## src/rtl/neo_mem_sequencer.sv

```systemverilog
// NEO sequencer: streams samples from a single-port memory, computes
// psi[n] = x[n]^2 - x[n-1]*x[n+1], and writes the scaled, saturated result back.
module neo_mem_sequencer #(
  parameter int N        = 8,
  parameter int M        = 16,
  parameter int NUM      = 8,
  parameter int RES_BASE = 8,
  parameter int SHIFT    = 7
) (
  input  logic                      Clk,
  input  logic                      reset,
  input  logic                      start,
  output logic                      busy,
  output logic                      done,
  output logic                      ovf,
  output logic [$clog2(M):0]        raddr,
  input  logic signed [N-1:0]       rdata,
  output logic [$clog2(M):0]        waddr,
  output logic signed [N-1:0]       wdata
);

  localparam int AW = $clog2(M) + 1;
  localparam int PW = 2 * N + 1;
  localparam logic [AW-1:0]        LAST   = AW'(NUM - 1);
  localparam logic signed [PW-1:0] SAT_HI = PW'((1 << (N - 1)) - 1);
  localparam logic signed [PW-1:0] SAT_LO = PW'(-(1 << (N - 1)));

  typedef enum logic [2:0] {IDLE, RD_ISSUE, RD_WAIT, RD_CAP, CALC, WR, DONE} state_t;

  state_t state, state_nxt;
  logic [AW-1:0] idx;
  logic signed [N-1:0] xm1, x0, xp1;

  logic signed [PW-1:0] xm1_e, x0_e, xp1_e, sq, cr, p, q;
  logic signed [N-1:0]  sat;
  logic                 clamp;
  logic [AW-1:0]        res_addr;

  always_ff @(posedge Clk) begin
    if (!reset) state <= IDLE;
    else        state <= state_nxt;
  end

  always_comb begin
    state_nxt = state;
    busy      = 1'b1;
    done      = 1'b0;
    case (state)
      IDLE: begin
        busy = 1'b0;
        if (start) state_nxt = RD_ISSUE;
      end
      RD_ISSUE: state_nxt = RD_WAIT;
      RD_WAIT:  state_nxt = RD_CAP;
      // the first two reads only prime the window
      RD_CAP:   state_nxt = (idx < AW'(2)) ? RD_ISSUE : CALC;
      CALC:     state_nxt = WR;
      WR:       state_nxt = (idx == LAST) ? DONE : RD_ISSUE;
      DONE: begin
        busy      = 1'b0;
        done      = 1'b1;
        state_nxt = IDLE;
      end
      default:  state_nxt = IDLE;
    endcase
  end

  // Sign-extend to full product width so the difference never wraps.
  always_comb begin
    xm1_e    = {{(N + 1){xm1[N-1]}}, xm1};
    x0_e     = {{(N + 1){x0[N-1]}},  x0};
    xp1_e    = {{(N + 1){xp1[N-1]}}, xp1};
    sq       = x0_e * x0_e;
    cr       = xm1_e * xp1_e;
    p        = sq - cr;
    q        = p >>> SHIFT;
    clamp    = (q > SAT_HI) || (q < SAT_LO);
    sat      = (q > SAT_HI) ? SAT_HI[N-1:0] :
               (q < SAT_LO) ? SAT_LO[N-1:0] : q[N-1:0];
    res_addr = AW'(RES_BASE) + idx - AW'(1);
  end

  // waddr/wdata are nonzero only during WR; zero/zero parks the write port.
  always_ff @(posedge Clk) begin
    if (!reset) begin
      idx   <= '0;
      ovf   <= 1'b0;
      raddr <= '0;
      waddr <= '0;
      wdata <= '0;
      xm1   <= '0;
      x0    <= '0;
      xp1   <= '0;
    end else begin
      case (state)
        IDLE: if (start) begin
          ovf <= 1'b0;
          idx <= '0;
        end
        RD_ISSUE: raddr <= idx;
        RD_CAP: begin
          xm1 <= x0;
          x0  <= xp1;
          xp1 <= rdata;
          if (idx < AW'(2)) idx <= idx + AW'(1);
        end
        CALC: begin
          waddr <= res_addr;
          wdata <= sat;
          if (clamp) ovf <= 1'b1;
        end
        WR: begin
          waddr <= '0;
          wdata <= '0;
          if (idx != LAST) idx <= idx + AW'(1);
        end
        default: ;
      endcase
    end
  end

endmodule

```

## config.mk

```make
export PLATFORM = sky130hd
export DESIGN_NAME = neo_mem_sequencer
export DESIGN_NICKNAME = d
export VERILOG_FILES = /design/src/rtl/neo_mem_sequencer.sv
export SDC_FILE = /design/constraint.sdc
export NUM_CORES = 1
export LEC_CHECK = 0
export BUFFER_PORTS_ARGS = -buffer_cell sky130_fd_sc_hd__clkbuf_2
export CAP_MARGIN = 20
export CORE_MARGIN = 2
export CORE_UTILIZATION = 38
export DETAILED_ROUTE_END_ITERATION = 6
export GPL_TIMING_DRIVEN = 1
export MAX_ROUTING_LAYER = met4
export PLACE_DENSITY = 0.61
export RECOVER_POWER = 100
export SYNTH_ARGS = -nofsm -noshare
export SYNTH_HDL_FRONTEND = slang
export SYNTH_SLANG_ARGS = --single-unit
export TNS_END_PERCENT = 30
```

## constraint.sdc

```tcl
create_clock -name Clk -period 11.8 [get_ports Clk]
set_clock_uncertainty 0.05 [all_clocks]
set_input_delay 2.36 -clock Clk [delete_from_list [all_inputs] [get_ports Clk]]
set_output_delay 2.36 -clock Clk [all_outputs]
set_load 0.02 [all_outputs]
```

==> reports/summary.txt, run 1 <==
Max FO, Critical Path: 11
Clock transition at path regs: 0.07 ns
Min Clock Period, post-route: 6.64 ns
Post_cts resized: 0
CP max-delay cell: dfxtp_1
R2r startpoint: x0[7]
Final Wtd Congestion: 0.811
Worst Path Buf+Inv: 5
Area Overhead vs Synth: 6.18%
CTS buffer count: 5
HPWL after DPL: 12.0 mm
Yosys synthesis warning count: 0
Post-synthesis average cell area: 9.08 um2
Post-Layout Cell Count: 1,029
Peak supply drop: 0.0743 mV
CP startpoint: x0[7]
Rows: 50
Syn Inst Count: 789
Max-cap violations: 1
Hold Fails Final Rpt: 0
Critical hold path startpoint: wdata[0]
Final Util: 0.409
Syn nets: 987
Clock Tree Buf Depth: 2
N_diodes: 0
Die W: 141 um
Max incr delay on CP: 0.57 ns
Synth top area share: 0.352
NumNets Final: 992
Setup Buffers After CTS: 0
Number of synthesized flops with an enable pin: 0
1st-pass router iterations: 4
GRT overflow: 0
Top FF cell, synth: dfxtp_1
Cells after DPL: 1,021
PwrDens: 62.4 nW/um2
Largest area contributor in the netlist: fa_1
Fmax: 151 MHz
Synth cell types: 46
Final Max Tran Viols: 42
Hold Crit Class: register to register
Starting DRT DRC Count: 220
Ranking of synthesized cells by area: fa_1, dfxtp_1, ha_1
I/O pin count: 32
Ys async rst share: 0
Drt total wl: 14.6 mm
CP arrival: 6.84 ns
RSZ-0062 raised after global routing: no
Pin count of the biggest net entering global routing: 42
Antenna-violating nets left: 0
Vias per inst: 4.70
FF+latch count, synth: 51
Mapped Area: 7160 um2
Skew-Pair Late Insertion Delay: 0.31 ns
Top cell by count, worst path: fa_1
Crit-path cells: inv_1, nor2_1, inv_1, fa_1, fa_1, fa_1, inv_1, fa_1, fa_1, inv_1, fa_1, inv_1, ha_1, o211ai_1, a21boi_0, nand3_1, o21ai_0, or4_1, nand4_1, a31oi_1, a221o_1
Outcome: complete, but fails checks
Crit. End Element: register
Filler Cell Count: 1,838
Crit start category: register
Final Cell Area: 7600 um2
Die ar.: 20,000 um2
Worst slew margin: -0.105
Share of cells above drive strength 1: 0.0403
Routed wire per std cell: 14.2 um
Die Ht: 141 um
Final WS setup: 5.16 ns
Clk root buf: clkbuf_16
Final worst path period share: 0.563
Placed instance area: 7480 um2
Initial antenna violation count: 0
# port buffers: 31
CTS Hold Buffers Added: 0
Count leader, synth: inv_1
Data required, critical path: 12.00 ns
Final setup violation count: 0
Lkg Pwr: 3.38 nW
Critical path's top delay family: adder cells
Worst-margin pin slew: 1.66 ns
Gr usage total: 0.164
CTS Sinks: 51
Core Area: 18,600 um2
Commonest cells post-synth: inv_1, fa_1, nand2_1, ha_1, dfxtp_1
First-pass GRT wire length: 25.3 mm
CTS tree: yes
Setup TNS Final: 0 ns
DR vias: 4,833
Critical path class: register to register
H-tree lvl count: 2
Drt drc: 0
Register area share after synthesis: 0.143
Initial core utilization: 0.385
Pre-CTS setup slack: 5.51 ns
Failing checks: capacitance limit, slew limit
Vias in the first global route: 5,092
cells in the final DEF (no fill, tap or decap), drive strengths merged, types with 9 or more instances in the layout:
cell type / synthesis / layout
ha: 61 / 61
o21ai: 9 / 9
a21oi: 20 / 20
a21boi: 27 / 27
fa: 126 / 126
nor2b: 17 / 17
nand2: 96 / 96
xnor2: 21 / 21
nor2: 28 / 28
and2: 51 / 51
xor2: 9 / 9
dfxtp: 51 / 51
inv: 177 / 178
clkbuf: 32 / 36
path summary, 6_finish.rpt:
check / to / slack, ns / depth (start not counted)
setup / recovery: wdata[5] / 5.16 / 21
hold / removal: wdata[0] / 0.44 / 1
setup reg to reg: wdata[5] / 5.16 / 21
hold reg to reg: wdata[0] / 0.44 / 1
logic make-up (layout without fill, tap and decap cells):
| logic type | after synthesis | count (layout) | share of synthesized area |
|---|---|---|---|
| and+or+nand+nor | 227 | 227 | 0.156 |
| buffers and inverters | 211 | 217 | 0.112 |
| adders and majority gates | 187 | 187 | 0.459 |
| AOI/OAI and AO/OA | 74 | 74 | 0.0725 |
| DFF | 51 | 51 | 0.143 |
| xor gates and xnor gates | 31 | 31 | 0.0452 |
| muxes | 8 | 8 | 0.0131 |
stage by stage:
step / hold WS, ns / power, mW
final: 0.445 / 0.475
after global routing: 0.471 / 0.503
after CTS: 0.444 / 0.485
after detailed placement: 0.427 / 0.309
after global placement: 0.429 / 0.307
after floorplan: 0.420 / 0.280
area by class of cell:
type	count	area, um2	share of cell area
inverter	177	664	0.0874
clock buffer	5	125	0.0165
sequential	51	1020	0.134
tap	234	293	0.0385
timing repair buffer	32	135	0.0178
clock inverter	3	46.3	0.00609
multi-input combinational	527	5320	0.700
per-layer routing:
metal  global-route usage  wire length (um)  part of all wire
met1                0.212              6600              0.45
met2                0.280              7370              0.51
met3               0.0246               414             0.028
met4               0.0274               191             0.013
met5                    -                 0                 0
registers in the layout (all words and copies together) (netlist names):
name and flops:
idx 5, ovf 1, raddr 5, state 3
waddr 5, wdata 8, x0 8, xm1 8
xp1 8
where the power goes:
group | switching [mW] | internal, mW | total [mW] | leakage, nW
clock network | 0.0731 | 0.101 | 0.174 | 0.0804
registers | 0.00993 | 0.176 | 0.185 | 0.412
logic | 0.0656 | 0.0493 | 0.115 | 2.89
worst register-to-register path: stages, from the launching register on:
cell      delay [ns]
dfxtp_1         0.57
inv_1           0.25
nor2_1          0.19
inv_1           0.08
fa_1            0.46
fa_1            0.50
fa_1            0.51
inv_1           0.05
fa_1            0.46
fa_1            0.54
inv_1           0.05
fa_1            0.56
inv_1           0.05
ha_1            0.31
o211ai_1        0.12
a21boi_0        0.31
nand3_1         0.12
o21ai_0         0.43
or4_1           0.19
nand4_1         0.09
a31oi_1         0.50
a221o_1         0.20
(Power assumes the default switching activity.)
==> run 2, diff against run 1 <==
--- a/config.mk
+++ b/config.mk
@@ -5,6 +5,7 @@
 export SDC_FILE = /design/constraint.sdc
 export NUM_CORES = 1
 export LEC_CHECK = 0
+export ABC_AREA = 1
 export BUFFER_PORTS_ARGS = -buffer_cell sky130_fd_sc_hd__clkbuf_2
 export CAP_MARGIN = 20
 export CORE_MARGIN = 2
@@ -12,7 +13,7 @@
 export DETAILED_ROUTE_END_ITERATION = 6
 export GPL_TIMING_DRIVEN = 1
 export MAX_ROUTING_LAYER = met4
-export PLACE_DENSITY = 0.61
+export PLACE_DENSITY = 0.63
 export RECOVER_POWER = 100
 export SYNTH_ARGS = -nofsm -noshare
 export SYNTH_HDL_FRONTEND = slang
==> constraint.sdc (replaced) <==
create_clock -name Clk -period 5.4 [get_ports Clk]
set_clock_uncertainty 0.05 [all_clocks]
set_input_delay 1.08 -clock Clk [delete_from_list [all_inputs] [get_ports Clk]]
set_output_delay 1.08 -clock Clk [all_outputs]
set_load 0.02 [all_outputs]
==> run 2 against run 1 <==
  * The run ends with setup timing left
  * Final cell count is 30% higher
  * Highest routed layer unchanged
  * Sequential power is 140% higher
  * Register-to-register slack got worse by 5.3 ns
  * Non-clock buffer count grew 100
==> reports/summary.txt, run 2 <==
Max FO, Critical Path: 8 (-3)
Register area share after synthesis: 0.137 (-0.00530)
Final Cell Area: 9010 um2 (+19%)
Largest area contributor in the netlist: fa_1
Placed instance area: 8390 um2 (+12%)
Syn nets: 1,166 (+18%)
Most common cell after layout, fill and taps aside: inv_1
Starting DRT DRC Count: 293 (+33%)
Synth cell types: 33 (-28%)
HPWL after DPL: 14.1 mm (+17%)
DR vias: 6,046 (+25%)
Commonest cells post-synth: inv_1, nand2_1, fa_1, ha_1, a21oi_1
Crit. End Element: register
Drt drc: 0 (unchanged)
Ranking of synthesized cells by area: fa_1, inv_1, dfxtp_1
Final setup violation count: 8 (+8)
Max-cap violations: 0 (-1)
CTS tree: yes
Yosys synthesis warning count: 0 (unchanged)
Met1 usage: 0.236 (+0.0233)
H-tree lvl count: 2 (unchanged)
Area Overhead vs Synth: 21.2%
Count leader, synth: inv_1
Peak supply drop: 0.273 mV (+270%)
Initial core utilization: 0.385 (-0.000740)
Die W: 144 um (+1.9%)
Pin count of the biggest net entering global routing: 34 (-19%)
Drt total wl: 17.4 mm (+19%)
Top FF cell, synth: dfxtp_1
Share of cells above drive strength 1: 0.214 (+0.174)
Cell depth of the worst flop-to-flop path: 26 (+24%)
Fmax: 181 MHz (+20%)
Met3 GRT Util: 0.0157 (-0.00898)
Ys async rst share: 0 (unchanged)
CTS Sinks: 51 (unchanged)
Pre-CTS setup slack: -0.344 ns (-5.85 ns)
Clock Tree Buf Depth: 2 (unchanged)
Clk root buf: clkbuf_16
Gr usage total: 0.183 (+0.0187)
Synth top area share: 0.339 (-0.0131)
Min Clock Period, post-route: 5.52 ns (-1.12 ns)
Busiest layer in global routing: met2
I/O pin count: 32 (unchanged)
R2R setup slack: -0.12 ns (-5.28 ns)
Final worst path period share: 1.02 (+0.460)
Outcome: complete, but fails checks
Worst-margin pin slew: 0.722 ns (-0.936 ns)
Number of synthesized flops with an enable pin: 0 (unchanged)
Crit start category: register
Critical path class: register to register
1st-pass router iterations: 5 (+1)
Most frequent cells in the layout: inv_1, nand2_1, fa_1
R2r endpoint: wdata[0]
FF+latch count, synth: 51 (unchanged)
PwrDens: 365 nW/um2 (+490%)
Rows: 51 (+2.0%)
Hold Fails Final Rpt: 0 (unchanged)
Core Area: 19,300 um2 (+4.1%)
CP arrival: 5.70 ns (-1.14 ns)
Routed wire per std cell: 13.0 um (-8.4%)
R2r startpoint: xp1[5]
# port buffers: 31 (unchanged)
Final Wtd Congestion: 0.892 (+9.9%)
First-pass GRT wire length: 29.1 mm (+15%)
Failing checks: setup timing
NumNets Final: 1,270 (+28%)
Clock transition at path regs: 0.08 ns (about the same)
Die ar.: 20,700 um2 (+3.8%)
Hold Crit Class: register to register
Worst slew margin: 0.517 (+0.622)
Die Ht: 144 um (+1.9%)
Filler Cell Count: 1,897 (+3.2%)
Vias per inst: 4.52 (-3.8%)
Critical hold path startpoint: waddr[3]
Final Max Tran Viols: 0 (-100%)
Final WS setup: -0.120 ns (-5.28 ns)
Sink of the worst hold path: waddr[3]
N_diodes: 0 (unchanged)
GRT overflow: 0 (unchanged)
Hold path cells: 2 (+1)
Skew-Pair Late Insertion Delay: 0.30 ns (about the same)
CTS buffer count: 5 (unchanged)
Met2 Usage GRT: 0.323 (+0.0430)
Syn Inst Count: 968 (+23%)
Mapped Area: 7440 um2 (+3.9%)
RSZ-0062 raised after global routing: yes
Lkg Pwr: 4.73 nW (+40%)
Vias in the first global route: 6,245 (+23%)
Antenna-violating nets left: 0 (unchanged)
Data required, critical path: 5.58 ns (-6.42 ns)
Post-synthesis average cell area: 7.68 um2 (-15%)
Initial antenna violation count: 0 (unchanged)
[run 2: cell count changes after synthesis, sizes merged, moves of 15 or more]
cell	delta
a21oi	+35
inv	+97
nor2b	-17
and2	-51
nand3	+15
nor2	+25
o21ai	+34
a21boi	-26
nand2	+110
[run 2: logic make-up after synthesis]
logic type      share of synthesized area
buf+inv                             0.161
compound gates                     0.0738
fa+ha+maj                           0.442
xor+xnor                           0.0200
simple gates                        0.166
flops                               0.137
[run 2: stage by stage]
step	hold slack (ns)	TNS [ns]	power, mW	util	cells
3_3_place_gp	0.405	-2.20	2.42	0.434	1308
3_5_place_dp	0.404	-2.79	2.43	0.434	1308
2_1_floorplan	0.413	0	1.80	-	968
5_1_grt	0.444	-3.06	3.59	0.466	1338
4_1_cts	0.412	-0.305	2.98	0.454	1323
6_report	0.415	-0.770	3.29	0.466	1338
[run 2: worst max-delay path by stage]
stage                      start        to  slack [ns]  depth (start not counted)
after floorplan            x0[2]  wdata[4]       0.005                         25
after global placement     x0[7]  wdata[6]       -0.31                         25
after detailed placement   x0[5]  wdata[5]       -0.34                         25
after CTS                  x0[7]  wdata[5]       -0.07                         26
after global routing      xp1[5]  wdata[0]       -0.40                         26
final                     xp1[5]  wdata[0]       -0.12                         26
[run 2: what timing repair did]
item                       in CTS  in global routing
pin swaps                      36                 42
resized for setup              58                 51
buffers inserted                7                 14
hold buffers                    0                  0
setup endpoints to repair       9                  9
[run 2: cell type report]
type	instances	area, um2	share of cell area
clock buffer	5	125	0.0139
multi-input combinational	607	5520	0.613
clock inverter	3	26.3	0.00292
inverter	275	1040	0.115
timing repair buffer	132	920	0.102
sequential	51	1050	0.116
tap	265	332	0.0368
[run 2: report_power, final]
part	switching [mW]	leakage, nW	internal (mW)	total (mW)
combinational	1.38	4.23	1.12	2.50
clock	0.172	0.0748	0.177	0.349
sequential	0.0352	0.421	0.406	0.441
total	1.59	4.73	1.70	3.29
[run 2: worst max-delay path, cell delays in order, from the launching register on]
cell     delay [ns]
dfxtp_4        0.36
buf_4          0.14
nand2_1        0.06
inv_2          0.04
fa_1           0.56
inv_2          0.06
fa_1           0.45
fa_1           0.53
inv_2          0.04
fa_1           0.55
fa_1           0.44
fa_1           0.57
inv_2          0.06
ha_4           0.31
nand2_4        0.07
buf_4          0.14
o21ai_0        0.23
nor2_2         0.07
nand2_1        0.07
nand2_1        0.06
nand2_1        0.07
nand2_2        0.07
nand3_4        0.13
nand2_1        0.07
nand2_1        0.05
nand2_1        0.04
a21oi_1        0.15
[run 2: routing by layer]
metal	vias to the layer above	wire length, um
li1	3021	-
met2	81	8960
met1	2935	7850
met5	-	0
met3	9	447
met4	0	113
